<file path="src/rtl/apb_upsizer_gen.sv">
// Narrow-to-wide APB bridge: lane steering, error/timeout propagation and an
// optional one-entry wide read buffer that serves narrow reads of the same word.
module apb_upsizer_gen #(
  parameter int unsigned M_DW    = 16,
  parameter int unsigned S_DW    = 32,
  parameter int unsigned AW      = 32,
  parameter int unsigned RD_BUF  = 1,
  parameter int unsigned TIMEOUT = 0
) (
  input  logic              pclk,
  input  logic              prst,
  input  logic              psel_m_i,
  input  logic              penable_m_i,
  input  logic              pwrite_m_i,
  input  logic [AW-1:0]     paddr_m_i,
  input  logic [M_DW-1:0]   pwdata_m_i,
  input  logic [M_DW/8-1:0] pstrb_m_i,
  output logic [M_DW-1:0]   prdata_m_o,
  output logic              pready_m_o,
  output logic              pslverr_m_o,
  output logic              psel_s_o,
  output logic              penable_s_o,
  output logic              pwrite_s_o,
  output logic [AW-1:0]     paddr_s_o,
  output logic [S_DW-1:0]   pwdata_s_o,
  output logic [S_DW/8-1:0] pstrb_s_o,
  input  logic [S_DW-1:0]   prdata_s_i,
  input  logic              pready_s_i,
  input  logic              pslverr_s_i,
  input  logic              flush_i
);

  localparam int unsigned MB = M_DW / 8;
  localparam int unsigned SB = S_DW / 8;
  localparam int unsigned R  = S_DW / M_DW;
  localparam int unsigned LO = $clog2(MB);
  localparam int unsigned HI = $clog2(SB);
  localparam int unsigned LW = (HI > LO) ? HI - LO : 1;
  localparam int unsigned TW = AW - HI;
  localparam int unsigned CW = (TIMEOUT > 1) ? $clog2(TIMEOUT) : 1;

  typedef enum logic [1:0] {IDLE, SETUP, ACCESS, RESP} state_t;

  state_t            state_q, state_d;
  logic [TW-1:0]     tag_q;
  logic [LW-1:0]     lane_q;
  logic              write_q;
  logic [CW-1:0]     cnt_q;

  logic              buf_valid_q;
  logic [TW-1:0]     buf_tag_q;
  logic [S_DW-1:0]   buf_data_q;

  logic              psel_d, penable_d, pwrite_d, pready_d, pslverr_d;
  logic [AW-1:0]     paddr_d;
  logic [S_DW-1:0]   pwdata_d;
  logic [SB-1:0]     pstrb_d;
  logic [M_DW-1:0]   prdata_d;

  logic [TW-1:0]     tag_c;
  logic [LW-1:0]     lane_c;
  logic              setup_c, hit_c, timeout_c, done_c, err_c;
  logic [SB-1:0]     wide_strb_c;
  logic [M_DW-1:0]   buf_lane_c, rsp_lane_c;

  // Address decode and lane selection for the incoming / latched transfer
  always_comb begin
    tag_c       = paddr_m_i[AW-1:HI];
    lane_c      = LW'(paddr_m_i >> LO) & LW'(R - 1);
    setup_c     = psel_m_i & ~penable_m_i;
    hit_c       = (RD_BUF != 0) && buf_valid_q && !pwrite_m_i &&
                  (buf_tag_q == tag_c) && !flush_i;
    timeout_c   = (TIMEOUT != 0) && (cnt_q == CW'(TIMEOUT - 1));
    done_c      = (state_q == ACCESS) && (pready_s_i || timeout_c);
    err_c       = pready_s_i ? pslverr_s_i : 1'b1;
    wide_strb_c = SB'(pstrb_m_i) << (32'(lane_c) * MB);
    buf_lane_c  = M_DW'(buf_data_q >> (32'(lane_c) * M_DW));
    rsp_lane_c  = M_DW'(prdata_s_i >> (32'(lane_q) * M_DW));
  end

  // Next state and next registered outputs; slave bus fields hold by default
  always_comb begin
    state_d   = state_q;
    psel_d    = psel_s_o;
    penable_d = penable_s_o;
    pwrite_d  = pwrite_s_o;
    paddr_d   = paddr_s_o;
    pwdata_d  = pwdata_s_o;
    pstrb_d   = pstrb_s_o;
    pready_d  = 1'b0;
    prdata_d  = '0;
    pslverr_d = 1'b0;
    case (state_q)
      IDLE: begin
        if (setup_c) begin
          if (hit_c) begin
            state_d  = RESP;
            pready_d = 1'b1;
            prdata_d = buf_lane_c;
          end else begin
            state_d   = SETUP;
            psel_d    = 1'b1;
            penable_d = 1'b0;
            pwrite_d  = pwrite_m_i;
            paddr_d   = paddr_m_i & ~AW'(SB - 1);
            pwdata_d  = {R{pwdata_m_i}};
            pstrb_d   = pwrite_m_i ? wide_strb_c : '0;
          end
        end
      end
      SETUP: begin
        state_d   = ACCESS;
        penable_d = 1'b1;
      end
      ACCESS: begin
        if (pready_s_i) begin
          state_d   = RESP;
          psel_d    = 1'b0;
          penable_d = 1'b0;
          pready_d  = 1'b1;
          prdata_d  = write_q ? '0 : rsp_lane_c;
          pslverr_d = pslverr_s_i;
        end else if (timeout_c) begin
          state_d   = RESP;
          psel_d    = 1'b0;
          penable_d = 1'b0;
          pready_d  = 1'b1;
          pslverr_d = 1'b1;
        end
      end
      RESP: state_d = IDLE;
      default: state_d = IDLE;
    endcase
  end

  // State, transfer context, watchdog and registered outputs
  always_ff @(posedge pclk) begin
    if (prst) begin
      state_q     <= IDLE;
      tag_q       <= '0;
      lane_q      <= '0;
      write_q     <= 1'b0;
      cnt_q       <= '0;
      psel_s_o    <= 1'b0;
      penable_s_o <= 1'b0;
      pwrite_s_o  <= 1'b0;
      paddr_s_o   <= '0;
      pwdata_s_o  <= '0;
      pstrb_s_o   <= '0;
      pready_m_o  <= 1'b0;
      prdata_m_o  <= '0;
      pslverr_m_o <= 1'b0;
    end else begin
      state_q     <= state_d;
      if (state_q == IDLE && setup_c) begin
        tag_q   <= tag_c;
        lane_q  <= lane_c;
        write_q <= pwrite_m_i;
      end
      cnt_q       <= (state_q == ACCESS) ? cnt_q + CW'(1) : '0;
      psel_s_o    <= psel_d;
      penable_s_o <= penable_d;
      pwrite_s_o  <= pwrite_d;
      paddr_s_o   <= paddr_d;
      pwdata_s_o  <= pwdata_d;
      pstrb_s_o   <= pstrb_d;
      pready_m_o  <= pready_d;
      prdata_m_o  <= prdata_d;
      pslverr_m_o <= pslverr_d;
    end
  end

  // Read buffer: fill on clean read miss, drop on error or write to the same word; flush wins
  always_ff @(posedge pclk) begin
    if (prst) begin
      buf_valid_q <= 1'b0;
      buf_tag_q   <= '0;
      buf_data_q  <= '0;
    end else begin
      if (done_c && (RD_BUF != 0)) begin
        if (!write_q && !err_c) begin
          buf_valid_q <= 1'b1;
          buf_tag_q   <= tag_q;
          buf_data_q  <= prdata_s_i;
        end else if (buf_tag_q == tag_q) begin
          buf_valid_q <= 1'b0;
        end
      end
      if (flush_i) buf_valid_q <= 1'b0;
    end
  end

endmodule
</file>
<file path="config.mk">
export PLATFORM = sky130hd
export DESIGN_NAME = apb_upsizer_gen
export DESIGN_NICKNAME = d
export VERILOG_FILES = /design/src/rtl/apb_upsizer_gen.sv
export SDC_FILE = /design/constraint.sdc
export NUM_CORES = 1
export LEC_CHECK = 0
export ABC_AREA = 0
export ABC_CLOCK_PERIOD_IN_PS = 2130
export CORE_ASPECT_RATIO = 1.75
export CORE_MARGIN = 3
export CORE_UTILIZATION = 50
export CTS_BUF_LIST = sky130_fd_sc_hd__clkbuf_8
export DETAILED_ROUTE_END_ITERATION = 6
export GPL_ROUTABILITY_DRIVEN = 0
export PLACE_DENSITY = 0.78
export SLEW_MARGIN = 20
export SYNTH_ARGS = -nofsm -noshare
export SYNTH_HDL_FRONTEND = slang
export SYNTH_SLANG_ARGS = --single-unit
export TNS_END_PERCENT = 5
</file>
<file path="constraint.sdc">
create_clock -name pclk -period 2.13 [get_ports pclk]
set_input_delay 0.426 -clock pclk [delete_from_list [all_inputs] [get_ports pclk]]
set_output_delay 0.426 -clock pclk [all_outputs]
set_load 0.05 [all_outputs]
</file>
* Word level (Yosys, flattened, before mapping) *
Cells that the tools add are included.

operators by class
  reduce and logical (&&, ||, !) cells = 22
  mux-type cells = 24
  shift-type cells = 3
  equal/unequal tests = 8
  bitwise operators = 5

operator list
  operator                                                          number
  16-bit two-way mux                                                4
  32-bit by 5-bit >> shifter with 16-bit output                     2
  30-bit == test                                                    2
  16-bit case mux with 2 select lines                               1
  1-bit two-way mux                                                 11
  2-bit case mux with 4 select lines                                1
  4-bit AND reduction                                               2
  1-bit logical AND                                                 6
  2-bit two-way mux                                                 3
  2-bit != test (second input constant)                             3
  2-bit AND reduction                                               3
  2-bit == test (second input constant)                             2
  1-bit logical NOT                                                 4
  4-bit two-way mux                                                 1
  1-bit inverter                                                    4
  1-bit case mux with 2 select lines                                2
  2-bit nonzero test                                                2
  2-bit by 2-bit << shifter with 4-bit output                       1
  1-bit case mux with 3 select lines                                1
  3-bit AND reduction                                               1
  3-bit nonzero test                                                1
  3-bit OR reduction                                                1
  2-bit by 1-bit == test with 1-bit output (second input constant)  1
  2-bit logical NOT                                                 1
  other kinds (2)                                                   2

storage, ports and cells
  flip-flop bits (word level) = 184
  output and inout bits = 89
  word-level logic and storage cells = 78

* Logic depth before layout (Yosys ltp) *
Gate-level depths: netlist (run 1).

  depth after elaboration = 7
  gate-level depth with buffers = 9

* Worst setup path after synthesis (run 1) *
No wires, ideal clock.

  path type = in2reg
  start point = input pwrite_m_i
  end point = register pwdata_s_o[30]
  required time = 2005 ps
  setup time = 125 ps
  data arrival time = 1674 ps
  buffers on the path = 2
  setup slack = 331 ps
  stages = 8
  cell sequence = nor3b_2 -> nand4_1 -> nor4_2 -> a21oi_1 -> buf_6 -> buf_12 -> mux2i_1 -> nor2_1

on the way
  longest elaborated chain between the ends = 6

RTL lines
  what                             RTL line  source
  start, declared                  14        input logic pwrite_m_i,
  1-bit logical NOT                71        hit_c = (RD_BUF != 0) && buf_valid_q && !pwrite_m_i &&
  1-bit logical AND (2 in series)  71
  1-bit logical AND                72        (buf_tag_q == tag_c) && !flush_i;
  1-bit inverter (no line)         -
  3-bit AND reduction (no line)    -
  end signal, assigned             165       pwdata_s_o <= pwdata_d;
  end, declared                    25        output logic [S_DW-1:0] pwdata_s_o,

No other way between the ends.
A chain may end at the register's enable or synchronous reset.

==> results.py, run 1 <==
metrics = {
    "detailed_routing": {
        "totalWireLength_mm": 19.0,
        "post-route-drc-count": 0,
        "drtIter0Drc": 269,
        "drt-wirelength-per-cell_um": 16.1,
        "drt-vias-per-instance": 5.21,
        "via_count": 6142,
        "antenna_violating_nets_post_route": 0,
        "detail_route.first_pass.iterations": 4,
    },
    "die": {
        "die_x_um": 96.5,
        "floorplan.rows": 57,
        "total_die_area_um2": 15900,
        "fp.coreArea_um2": 14000,
        "start_util_pct": 51.2,
        "die_height_um": 164,
        "io_pins": 179,
    },
    "synth": {
        "synth_adder_area_share_pct": 0.524,
        "post_synth_xor_area_fraction_pct": 7.34,
        "syn_inst": 807,
        "post_synth_instance_area_um2": 7160,
        "synth_top_cell_by_area": "dfxtp_1",
        "avgSynthCellArea_um2": 8.87,
        "synth_top_family_by_area": "simple AND/OR/NAND/NOR gates",
        "yosysSeqAreaShare_pct": 47.0,
        "synthesis.yosys.warnings": 0,
        "synth_compound_area_share_pct": 10.5,
        "library_cells_used_by_synthesis": 40,
        "synthTopCellsByArea": "dfxtp_1, mux2i_1, nand2_1, a21oi_1, xnor2_1",
        "yosys.area_share.simple_pct": 16.9,
        "synth.area.mux_share_pct": 11.0,
        "synth_top_area_share_pct": 47.0,
        "ys_seq_elements": 168,
    },
    "clock_network": {
        "cts.root.buffer_cell": "clkbuf_8",
        "cts.sinks": 168,
        "insertion_delay_ps": 450,
        "cts_max_path_buffers": 2,
        "postCtsSetupRepairBufs": 0,
        "path_clk_slew_ps": 90,
        "tritoncts.num_buffers": 17,
        "cts_hold_repair.buffers": 0,
        "clock_tree_from_tritoncts": "built",
        "clock_tree.htree_level_count": 4,
    },
    "timing": {
        "worst_clock_skew_ps": 15.3,
        "period_needed_ps": 2070,
        "slew_viol_final": 0,
        "rsz0062_at_grt": "true",
        "final_setup_viols": 0,
        "worstMarginPinSlew_ps": 617,
        "timing_hold_violations_final": 0,
        "fin_setup_tns_ps": 0,
        "fmax_ghz": 0.482,
        "relSlewSlack_pct": 58.8,
        "period_share_pct": 97.4,
    },
    "pwr": {
        "peakVddDrop_mv": 0.669,
        "power_leakage_nw": 3.59,
        "power_density_nw_per_um2": 898,
    },
    "setup_path": {
        "worst_setup_path_end_kind": "output port",
        "critPathTopFamily": "buffers and inverters",
        "critical_path_depth": 1,
        "cp_max_fo": 3,
        "worstPathBufferInverterCount": 1,
        "timing.reg2reg.worst_path_depth": 9,
        "worst-endpoint-arrival_ps": 1650,
        "worst-endpoint-required_ps": 1700,
        "timing.critical_path.cells": "clkdlybuf4s50_1",
        "crit_path_top_delay_cell": "clkdlybuf4s50_1",
        "start_kind": "register",
        "timing_worst_setup_path_type": "register to output port",
        "cp_slowest_stage_delay_ps": 820,
    },
    "place": {
        "dpl.hpwl_mm": 13.9,
        "port_buffers": 175,
    },
    "finish": {
        "antenna_cells": 0,
        "syn_to_final_growth_pct": 36.5,
        "final_util_pct": 69.9,
        "number_of_nets_in_the_final_layout": 1083,
        "drive_above_1_share_pct": 11.2,
    },
    "grt": {
        "grt_antenna_before_repair": 0,
        "grt_pass1_vias": 6124,
        "grt_first_pass_wirelength_mm": 29.4,
        "grt_start_max_net_pins": 61,
        "grt_util_all_layers_pct": 24.3,
        "globalRouteOverflowTotal": 0,
    },
    "worst_hold_path": {
        "holdPathStages": 2,
        "hold_path.class": "primary input to register",
    },
    "flow_run": {
        "max_cap_violations": 0,
    },
    "status": {
        "run_status": "finished clean",
    },
}
-- layer usage --
metal | global-route usage [%] | share of wire [%] | vias up
li1 | - | - | 3029
met5 | 0 | 0 | -
met1 | 23.5 | 34 | 2863
met2 | 45.6 | 56 | 203
met3 | 5.41 | 5.8 | 47
met4 | 13.3 | 4.5 | 0
-- through the flow --
| stage | hold slack (ps) | area [um^2] | cells | power, W | setup slack, ps |
|---|---|---|---|---|---|
| 2_1_floorplan | 436 | 7160 | 808 | 0.00546 | 331 |
| 3_3_place_gp | 441 | 9270 | 1148 | 0.00642 | -409 |
| 3_5_place_dp | 446 | 9270 | 1148 | 0.00646 | -418 |
| 4_1_cts | 342 | 9690 | 1179 | 0.00883 | 15.3 |
| 5_1_grt | 352 | 9770 | 1179 | 0.00918 | -25.1 |
| 6_report | 366 | 9770 | 1179 | 0.00877 | 56.1 |
-- placed cells by master, fill, tap and decap left out, types with 3 or more instances in the layout --
cell             netlist  layout
o22a_1                16      16
xnor2_1               41      36
buf_12                 4      12
nor2_1                65      64
dfxtp_1              168     168
clkbuf_8               1      18
xor2_1                19      19
clkinvlp_4             0       4
nor4_1                 5       4
buf_4                 19      46
a21oi_1              103     102
nand4_1               12      12
inv_1                  5       5
bufinv_16              0       3
nand2_1              192     192
o21ai_0                5       5
clkdlybuf4s50_1        0     169
dlymetal6s2s_1         0       5
mux2i_1               79      78
xnor2_2                0       5
-- cell type report --
| class | instances | area, um^2 |
|---|---|---|
| clock buffer | 18 | 248 |
| clock inverter | 13 | 171 |
| fill | 1148 | 4210 |
| inverter | 5 | 18.8 |
| multi-input combinational | 566 | 3410 |
| sequential | 168 | 3360 |
| tap | 177 | 221 |
| timing repair buffer | 232 | 2340 |
-- final timing paths --
kind	start	end	slack (ps)
setup / recovery	pwdata_s_o[26]	pwdata_s_o[10]	60
hold / removal	prst	buf_data_q[16]	370
setup reg to reg	buf_tag_q[22]	pwdata_s_o[26]	180
hold reg to reg	buf_data_q[4]	buf_data_q[4]	460
-- cell usage after synthesis --
cell type / count
a211oi_1: 2
a21oi_1: 103
a21oi_2: 1
a221oi_2: 2
and2_1: 1
buf_1: 1
buf_12: 4
buf_2: 6
buf_4: 19
buf_6: 4
clkbuf_1: 31
clkbuf_8: 1
conb_1: 1
dfxtp_1: 168
dlygate4sd3_1: 3
ha_1: 3
inv_1: 5
mux2i_1: 79
nand2_1: 192
nand2b_1: 2
nand3_1: 1
nand3_2: 1
nand4_1: 12
nand4_2: 1
nor2_1: 65
nor2_2: 1
nor2b_1: 1
nor3b_1: 1
nor3b_2: 1
nor4_1: 5
nor4_2: 2
o21ai_0: 5
o21bai_1: 1
o22a_1: 16
o41ai_1: 1
or2_1: 2
or2b_2: 1
or3_1: 2
xnor2_1: 41
xor2_1: 19
-- where the power goes --
group	leakage, nW	total (W)	switching [W]	internal (W)
clock	0.200	0.00238	0.00118	0.00120
sequential	1.36	0.00358	0.000169	0.00341
combinational	2.03	0.00282	0.00167	0.00115
-- what timing repair did --
action	CTS	global route
endpoints found under the hold margin	0	0
gates resized for setup	0	16
endpoints found under the setup margin	0	58
-- registers in the layout, indices dropped and copies added, names as in the netlist, 2 cells and up --
signal and cells:
buf_data_q 32, buf_tag_q 30, paddr_s_o 30, tag_q 30, prdata_m_o 16, pwdata_s_o 16, pstrb_s_o 4, state_q 2
-- cell families after synthesis --
| family | Yosys count |
|---|---|
| other | 1 |
| flip-flops | 168 |
| XOR/XNOR | 60 |
| adder cells (fa/ha/maj) | 3 |
| AND/OR/NAND/NOR | 291 |
| AO/OA/AOI/OAI | 131 |
| buffers and inverters | 74 |
| multiplexers | 79 |
Note: power is estimated with default switching activity, not from simulation.
==> inputs of run 2 (changes only) <==
--- a/config.mk
+++ b/config.mk
@@ -9,11 +9,12 @@
 export ABC_CLOCK_PERIOD_IN_PS = 2130
 export CORE_ASPECT_RATIO = 1.75
 export CORE_MARGIN = 3
-export CORE_UTILIZATION = 50
+export CORE_UTILIZATION = 45
 export CTS_BUF_LIST = sky130_fd_sc_hd__clkbuf_8
 export DETAILED_ROUTE_END_ITERATION = 6
 export GPL_ROUTABILITY_DRIVEN = 0
-export PLACE_DENSITY = 0.78
+export HOLD_SLACK_MARGIN = 0.05
+export PLACE_DENSITY = 0.71
 export SLEW_MARGIN = 20
 export SYNTH_ARGS = -nofsm -noshare
 export SYNTH_HDL_FRONTEND = slang
==> run 2 against run 1 <==
Clock-buffer cell count is 1 lower. Die area rose by 11%. Combinational power is 2% lower. Global-route usage is 2.7 points lower. Hold slack lost 17 ps. Cell area down 1.7%. Largest power group unchanged. Critical path depth stayed put. Routed wire length decreased by 1.8%. Total power is 2.9% lower.
==> results.py, run 2 (synthesis gave the netlist of run 1 again) <==
metrics = {
    "setup_path": {
        "cp_max_fo": 3,
        "start_of_the_worst_register_to_register_path": "state_q[0]",
        "worst_r2r_endpoint": "buf_valid_q",
        "critical_path.startpoint": "pwdata_s_o[30]",
        "worst_setup_path_end_kind": "output port",
        "critPathTopFamily": "buffers and inverters",
        "worstPathBufferInverterCount": 1,
        "timing.critical_path.cells": "clkdlybuf4s50_1",
        "r2r_setup_slack_ps": 150,
        "worst_setup_endpoint": "pwdata_s_o[14]",
        "cp_slowest_stage_delay_ps": 830,
        "start_kind": "register",
        "worst-endpoint-arrival_ps": 1650,
        "timing_worst_setup_path_type": "register to output port",
        "worst-endpoint-required_ps": 1700,
        "timing.reg2reg.worst_path_depth": 8,
        "crit_path_top_delay_cell": "clkdlybuf4s50_1",
        "critical_path_depth": 1,
    },
    "timing": {
        "rsz0062_at_grt": "false",
        "fmax_ghz": 0.483,
        "timing_hold_violations_final": 0,
        "worstMarginPinSlew_ps": 541,
        "period_needed_ps": 2070,
        "final_setup_viols": 0,
        "worst_slack_ps": 57.9,
        "relSlewSlack_pct": 63.8,
        "period_share_pct": 97.3,
        "fin_setup_tns_ps": 0,
        "worst_clock_skew_ps": 18.7,
        "slew_viol_final": 0,
        "final_worst_hold_slack_ps": 348,
    },
    "pwr": {
        "peakVddDrop_mv": 0.550,
        "power_leakage_nw": 3.47,
        "power_density_nw_per_um2": 886,
    },
    "place": {
        "port_buffers": 175,
        "dpl.hpwl_mm": 13.5,
        "dp_slack_ps": -403,
    },
    "die": {
        "fp.coreArea_um2": 15500,
        "die_height_um": 173,
        "die_x_um": 101,
        "total_die_area_um2": 17500,
        "start_util_pct": 46.3,
        "floorplan.rows": 60,
        "io_pins": 179,
    },
    "clock_network": {
        "insertion_delay_ps": 460,
        "cts_hold_repair.buffers": 0,
        "cts.root.buffer_cell": "clkbuf_8",
        "tritoncts.num_buffers": 17,
        "path_clk_slew_ps": 100,
        "cts.sinks": 168,
        "clock_tree_from_tritoncts": "built",
        "cts_max_path_buffers": 2,
        "clock_tree.htree_level_count": 4,
    },
    "detailed_routing": {
        "drtIter0Drc": 230,
        "totalWireLength_mm": 18.7,
        "drt-wirelength-per-cell_um": 15.8,
        "detail_route.first_pass.iterations": 4,
        "antenna_violating_nets_post_route": 0,
        "post-route-drc-count": 0,
        "via_count": 6008,
        "drt-vias-per-instance": 5.08,
    },
    "finish": {
        "syn_to_final_growth_pct": 34.2,
        "antenna_cells": 0,
        "number_of_nets_in_the_final_layout": 1076,
        "max_flop_register": "buf_data_q",
        "layout_commonest_cell": "nand2_1",
        "largest_register_ff_count": 32,
        "drive_above_1_share_pct": 9.64,
        "final_util_pct": 62.1,
        "final_cell_mix": "nand2_1, clkdlybuf4s50_1, dfxtp_1",
    },
    "grt": {
        "grt_antenna_before_repair": 0,
        "globalRouteOverflowTotal": 0,
        "grt_start_max_net_pins": 69,
        "grt_util_all_layers_pct": 21.6,
        "grt_pass1_vias": 6029,
        "grt_first_pass_wirelength_mm": 30.0,
    },
    "flow_run": {
        "max_cap_violations": 0,
    },
    "status": {
        "run_status": "finished clean",
    },
    "worst_hold_path": {
        "hold_path.class": "primary input to register",
    },
}
## run 2: cell types whose count changed in the layout (fill, tap and decap cells not counted), moves of 3 or more
cell	previous run	this run
buf_4	46	40
clkdlybuf4s50_1	169	172
dlymetal6s2s_1	5	2
inv_6	2	5
xnor2_1	36	40
xnor2_2	5	1
## run 2: timing repair
item                                    in CTS  in global routing
setup buffers                                0                  0
endpoints found under the setup margin       0                 10
gates resized for setup                      0                  5
## run 2: how the worst min path moves through the flow
stage	cells after the start	from	to
2_1_floorplan	2	buf_data_q[0]	buf_data_q[0]
3_3_place_gp	2	buf_data_q[2]	buf_data_q[2]
3_5_place_dp	2	buf_data_q[1]	buf_data_q[1]
4_1_cts	2	prst	buf_data_q[16]
5_1_grt	2	prst	buf_data_q[16]
6_report	2	prst	buf_data_q[16]
## run 2: per-layer routing
metal	up-vias	routed length (um)	track usage, %
met5	-	0	0
met4	0	364	6.54
met3	22	932	4.80
met1	2822	6720	22.5
li1	3004	-	-
met2	160	10700	41.2
## run 2: power by group
part	total [W]	internal (W)	switching, W
logic	0.00275	0.00111	0.00165
registers	0.00358	0.00341	0.000165
clock network	0.00219	0.000946	0.00124
total	0.00852	0.00546	0.00305
## run 2: metrics by stage
stage / cells / cell area [um^2] / power (W)
final: 1182 / 9610 / 0.00852
after global routing: 1182 / 9610 / 0.00892
after CTS: 1182 / 9590 / 0.00861
after detailed placement: 1150 / 9220 / 0.00643
after global placement: 1150 / 9220 / 0.00639
after floorplan: 808 / 7160 / 0.00546
## run 2: layout make-up
type	count	area, um^2
clock buffers	17	234
clock inverters	15	141
fillers	1378	5860
inverters	5	18.8
multi-input cells	566	3350
flip-flops and latches	168	3360
well taps	186	233
repair buffers	225	2270
==> inputs of run 3 (changes only) <==
--- a/config.mk
+++ b/config.mk
@@ -11,6 +11,7 @@
 export CORE_MARGIN = 3
 export CORE_UTILIZATION = 45
 export CTS_BUF_LIST = sky130_fd_sc_hd__clkbuf_8
+export CTS_CLUSTER_DIAMETER = 50
 export DETAILED_ROUTE_END_ITERATION = 6
 export GPL_ROUTABILITY_DRIVEN = 0
 export HOLD_SLACK_MARGIN = 0.05
==> results of run 3 <==
No change in the layout: final DEF, timing and power equal those of run 2.
